<file path="src/rtl/systolic_feeder.sv">
// Systolic array feeder: buffers {last, act, w} beats in a small FIFO and
// streams each lane's weight MSB-first while holding that beat's activation.
module systolic_feeder #(
  parameter int ACT_WIDTH = 16,
  parameter int N         = 2,
  parameter int W_MAX     = 8,
  parameter int DEPTH     = 4
) (
  input  logic                   clk,
  input  logic                   rst,
  input  logic [3:0]             precision,
  input  logic                   in_valid,
  output logic                   in_ready,
  input  logic                   in_last,
  input  logic [N*ACT_WIDTH-1:0] in_act,
  input  logic [N*W_MAX-1:0]     in_w,
  output logic [N*ACT_WIDTH-1:0] act_out,
  output logic [N-1:0]           w_out,
  output logic                   active,
  output logic                   busy,
  output logic                   done
);
  localparam int AW = $clog2(DEPTH);
  localparam int CW = AW + 1;
  localparam int PW = $clog2(W_MAX + 1);
  localparam int EW = 1 + N*ACT_WIDTH + N*W_MAX;

  typedef enum logic [1:0] {IDLE, SHIFT, STALL} state_t;
  state_t r_state, w_state_next;

  logic [EW-1:0]          r_mem [DEPTH];
  logic [AW-1:0]          r_wr_ptr, r_rd_ptr;
  logic [CW-1:0]          r_count;
  logic                   w_push, w_pop, w_fifo_empty;
  logic                   w_head_last;
  logic [N*ACT_WIDTH-1:0] w_head_act;
  logic [N*W_MAX-1:0]     w_head_w;

  logic [PW-1:0]          r_prec, r_bit, w_prec_clamp, w_prec_eff;
  logic                   r_last, r_done, w_done_next, w_shift;
  logic [N*ACT_WIDTH-1:0] r_act;

  // in_ready looks only at the registered count, so a pop never frees a slot early.
  assign in_ready     = (r_count < CW'(DEPTH));
  assign w_push       = in_valid && in_ready;
  assign w_fifo_empty = (r_count == '0);
  assign {w_head_last, w_head_act, w_head_w} = r_mem[r_rd_ptr];

  always_ff @(posedge clk) begin
    if (w_push) begin
      r_mem[r_wr_ptr] <= {in_last, in_act, in_w};
    end
  end

  always_ff @(posedge clk or negedge rst) begin
    if (!rst) begin
      r_wr_ptr <= '0;
      r_rd_ptr <= '0;
      r_count  <= '0;
    end else begin
      if (w_push) r_wr_ptr <= r_wr_ptr + AW'(1);
      if (w_pop)  r_rd_ptr <= r_rd_ptr + AW'(1);
      if (w_push && !w_pop) begin
        r_count <= r_count + CW'(1);
      end else if (w_pop && !w_push) begin
        r_count <= r_count - CW'(1);
      end
    end
  end

  always_comb begin
    if (precision == 4'd0 || 32'(precision) > W_MAX) begin
      w_prec_clamp = PW'(W_MAX);
    end else begin
      w_prec_clamp = PW'(precision);
    end
  end

  // The first pop of a tile uses the live precision; later pops use the latched one.
  assign w_prec_eff = (r_state == IDLE) ? w_prec_clamp : r_prec;

  always_ff @(posedge clk or negedge rst) begin
    if (!rst) r_state <= IDLE;
    else      r_state <= w_state_next;
  end

  always_comb begin
    w_state_next = r_state;
    w_pop        = 1'b0;
    w_shift      = 1'b0;
    w_done_next  = 1'b0;
    case (r_state)
      IDLE: begin
        if (!w_fifo_empty) begin
          w_pop        = 1'b1;
          w_state_next = SHIFT;
        end
      end
      SHIFT: begin
        if (r_bit != '0) begin
          w_shift = 1'b1;
        end else if (r_last) begin
          w_done_next  = 1'b1;
          w_state_next = IDLE;
        end else if (!w_fifo_empty) begin
          w_pop = 1'b1;
        end else begin
          w_state_next = STALL;
        end
      end
      STALL: begin
        if (!w_fifo_empty) begin
          w_pop        = 1'b1;
          w_state_next = SHIFT;
        end
      end
      default: w_state_next = IDLE;
    endcase
  end

  always_ff @(posedge clk or negedge rst) begin
    if (!rst) begin
      r_done <= 1'b0;
      r_prec <= PW'(W_MAX);
      r_bit  <= '0;
      r_last <= 1'b0;
      r_act  <= '0;
    end else begin
      r_done <= w_done_next;
      if (w_pop) begin
        r_act  <= w_head_act;
        r_last <= w_head_last;
        r_bit  <= w_prec_eff - PW'(1);
        if (r_state == IDLE) r_prec <= w_prec_clamp;
      end else if (w_shift) begin
        r_bit <= r_bit - PW'(1);
      end
    end
  end

  assign act_out = r_act;
  assign active  = (r_state == SHIFT);
  assign busy    = (r_state != IDLE);
  assign done    = r_done;

  // Weight is pre-aligned so bit P-1 sits at the MSB; higher bits fall off the top.
  generate
    for (genvar gi = 0; gi < N; gi++) begin : g_lane
      logic [W_MAX-1:0] r_wsr;
      logic [W_MAX-1:0] w_lane_w;
      assign w_lane_w = w_head_w[gi*W_MAX +: W_MAX];

      always_ff @(posedge clk or negedge rst) begin
        if (!rst) begin
          r_wsr <= '0;
        end else if (w_pop) begin
          r_wsr <= w_lane_w << (W_MAX - int'(w_prec_eff));
        end else if (w_shift) begin
          r_wsr <= r_wsr << 1;
        end
      end

      assign w_out[gi] = active & r_wsr[W_MAX-1];
    end
  endgenerate

endmodule

</file>
<file path="config.mk">
export PLATFORM = sky130hd
export DESIGN_NAME = systolic_feeder
export DESIGN_NICKNAME = d
export VERILOG_FILES = /design/src/rtl/systolic_feeder.sv
export SDC_FILE = /design/constraint.sdc
export NUM_CORES = 1
export LEC_CHECK = 0
export CORE_UTILIZATION = 39
export CTS_BUF_LIST = sky130_fd_sc_hd__clkbuf_4 sky130_fd_sc_hd__clkbuf_8
export DETAILED_ROUTE_END_ITERATION = 8
export GPL_ROUTABILITY_DRIVEN = 0
export SLEW_MARGIN = 20
export SYNTH_ARGS = -nofsm -noshare
export SYNTH_HDL_FRONTEND = slang
export SYNTH_SLANG_ARGS = --single-unit
</file>
<file path="constraint.sdc">
create_clock -name clk -period 2.9 [get_ports clk]
set_input_delay 0.58 -clock clk [delete_from_list [all_inputs] [get_ports clk]]
set_output_delay 0.58 -clock clk [all_outputs]
set_load 0.02 [all_outputs]
</file>
==> metrics <==
post-route ant nets 0; type of the worst setup path reg -> out; RSZ-0062 raised after global routing no; # fillers 2186; layout cells sized above 1 21.30%; Worst EP arrival 2.08 ns; Hold Path Class in -> async; number of CTS-inserted buffers 43; Final Cycle Share 91.84%; Setup crit start kind register; CP Max Fanout 9; core area 26210 sq um; Seq cells post-synth 263; setup tns final 0 ns; Leakage Power 4.688 nW; final worst slack 0.2366 ns; # IOs 94; # setup viols final 0; run status finished with violations; mean post-synth cell area 16.53 sq um; detailed placement HPWL 13470 um; synth-to-layout area growth 22.41%; most frequent cells in the layout edfxtp_1 (196), nand2_1 (119), clkdlybuf4s50_1 (92), dfrtp_1 (64), clkbuf_8 (51); Syn Nets 699; maximum vdd ir drop 0.0006425 V; first-pass GRT wire length 34070 um; total number of vias 5835; DRT iter0 DRCs 318; power after layout 0.01389 W; Worst Skew 0.01293 ns; clk sink count 263; largest family of logic cells by synthesized area multiplexers; Adder-Cell Fraction of Synth Area 1.025%; Final Util 49.03%; largest net degree at the start of global routing 41; max-cap viol count 0; Clock Path Buffers 3; later-pin clock latency in the skew report 0.54 ns; Compound-Gate Fraction of Synth Area 3.958%; GRT Residual Overflow 0; cts hold-fix bufs 0; Synth Cell Area 10500 sq um; Post-synth EDFFs 196; # port buffers 93; PwrDens 1081 nW/um^2; Highest Clock Rate 375.5 MHz; Period minus WS final 2.663 ns; initial antenna violation count 1; final net count 829; vias per cell 5.150; Synth async-reset ratio 25.48%; Place WS 0.1320 ns; Slew Viols, Final 0; Post-Syn Instances 635; Hold Violations, Final 0; worst path required time 2.32 ns; number of global-route vias before repair 6385; nature of the critical path endpoint primary output; DRC 4; failing checks design-rule violations; leading cell type in the layout, fill and taps excluded edfxtp_1; # rows 59; Antenna Cells 0; final WL 21280 um; Synth warnings 0; Synth Flop Type edfxtp_1; Initial Utilization 40.05%; Die ar. 27570 sq um; Post-Synth XOR/XNOR Area 0.7510%; H-tree levels 2; Seq/Total Area, Yosys 72.06%; Routed WL per cell 18.78 um; clock-pin slew on the worst setup and hold paths 0.06 ns; Root Buffer clkbuf_8; headroom to the max-slew limit 59.35%; worst slew pin tran 0.6098 ns; Die Width 166.1 um; CTS tree yes; Die Y 166.1 um; Synth Area in Simple Gates 7.236%; mux cell area share after synthesis 12.89%; All-Layer GR Usage 15.89%; Pre-antenna DRT Iters 6; post-synthesis cell type count 54
## where the power goes
| part | internal [W] | switching (W) | total (W) |
|---|---|---|---|
| clock network | 0.00196 | 0.00143 | 0.00340 |
| registers | 0.00493 | 0.000460 | 0.00539 |
| logic | 0.00233 | 0.00278 | 0.00511 |
## flip-flops by register name (all words and copies together), names as in the netlist
signal and cells:
r_last 1, r_state 2, r_rd_ptr 2, g_lane.r_wsr 16, r_count 3, done 1, r_wr_ptr 2, r_prec 4
act_out 32, r_mem 196, r_bit 4
## layer usage
layer | vias up | wire (um) | global-route usage, %
met1 | 2965 | 8945 | 19.55
met5 | - | 13 | 0
li1 | 2670 | - | -
met2 | 161 | 10600 | 27.17
met4 | 2 | 427 | 5.445
met3 | 37 | 1290 | 4.171
## cell type report
type / count / area [sq um] / area share (%)
repair buffers: 119 / 1186 / 9.232
multi-input cells: 331 / 2723 / 21.19
clock inverters: 20 / 171.4 / 1.334
flip-flops and latches: 263 / 7569 / 58.91
inverters: 7 / 26.28 / 0.2045
clock buffers: 58 / 754.5 / 5.872
well taps: 335 / 419.2 / 3.262
## stage by stage
stage	hold slack, ns	cell area, sq um	instances
2_1_floorplan	0.2844	10500	635
3_3_place_gp	0.4611	11920	1055
3_5_place_dp	0.4615	11920	1055
4_1_cts	0.04273	12840	1133
5_1_grt	0.07342	12850	1133
6_report	0.06029	12850	1133
## logic make-up after synthesis
| kind of cell | Yosys count |
|---|---|
| buf+inv | 41 |
| flops | 263 |
| xor+xnor | 9 |
| mux | 73 |
| simple gates | 175 |
| fa+ha+maj | 8 |
| compound gates | 66 |
## worst max-delay path, cell delays in order (launching register included)
cell and delay, ns:
dfrtp_1 0.52, nor2b_1 0.25, buf_4 0.18, clkdlybuf4s50_1 0.60
## Yosys cell counts, types with 2 or more instances
master | number | area (sq um)
a211oi_1 | 2 | 15.01
inv_1 | 5 | 18.77
nand3b_1 | 2 | 15.01
ha_1 | 7 | 87.58
mux2i_1 | 17 | 170.2
nor4b_1 | 3 | 26.28
clkbuf_1 | 12 | 45.04
mux4_2 | 49 | 1104
o21a_1 | 3 | 22.52
o21ai_0 | 17 | 85.08
nand3_1 | 9 | 45.04
buf_4 | 3 | 22.52
o221ai_1 | 2 | 17.52
a21oi_1 | 24 | 120.1
o22ai_1 | 2 | 12.51
buf_6 | 5 | 56.30
xnor2_1 | 8 | 70.07
o2111ai_1 | 4 | 35.03
edfxtp_1 | 196 | 5886
nor2b_1 | 3 | 18.77
mux2_2 | 7 | 78.83
dfrtp_1 | 66 | 1652
nand2_1 | 119 | 446.7
nor3_1 | 4 | 20.02
nor2_1 | 18 | 67.56
buf_2 | 13 | 65.06
a21oi_2 | 2 | 17.52
and2_1 | 7 | 43.79
## worst paths after layout
path,start,endpoint,slack (ns),cells past startpoint
setup / recovery,r_state[0]$_DFFE_PN0P_,active,0.24,3
hold / removal,rst,g_lane[0].r_wsr[5]$_DFFE_PN0P_,0.06,1
setup reg to reg,r_bit[1]$_DFFE_PN0P_,r_bit[2]$_DFFE_PN0P_,0.26,11
hold reg to reg,act_out[23]$_DFFE_PN0N_,act_out[23]$_DFFE_PN0N_,0.47,2
max in group asynchronous,rst,act_out[16]$_DFFE_PN0N_,2.17,2
min in group clk,act_out[23]$_DFFE_PN0N_,act_out[23]$_DFFE_PN0N_,0.47,2
## what timing repair did
| action | CTS | global route |
|---|---|---|
| resized for setup | 0 | 1 |
| setup endpoints to repair | 0 | 1 |
| setup buffers | 0 | 0 |
Power figures use the tool's default switching activity.
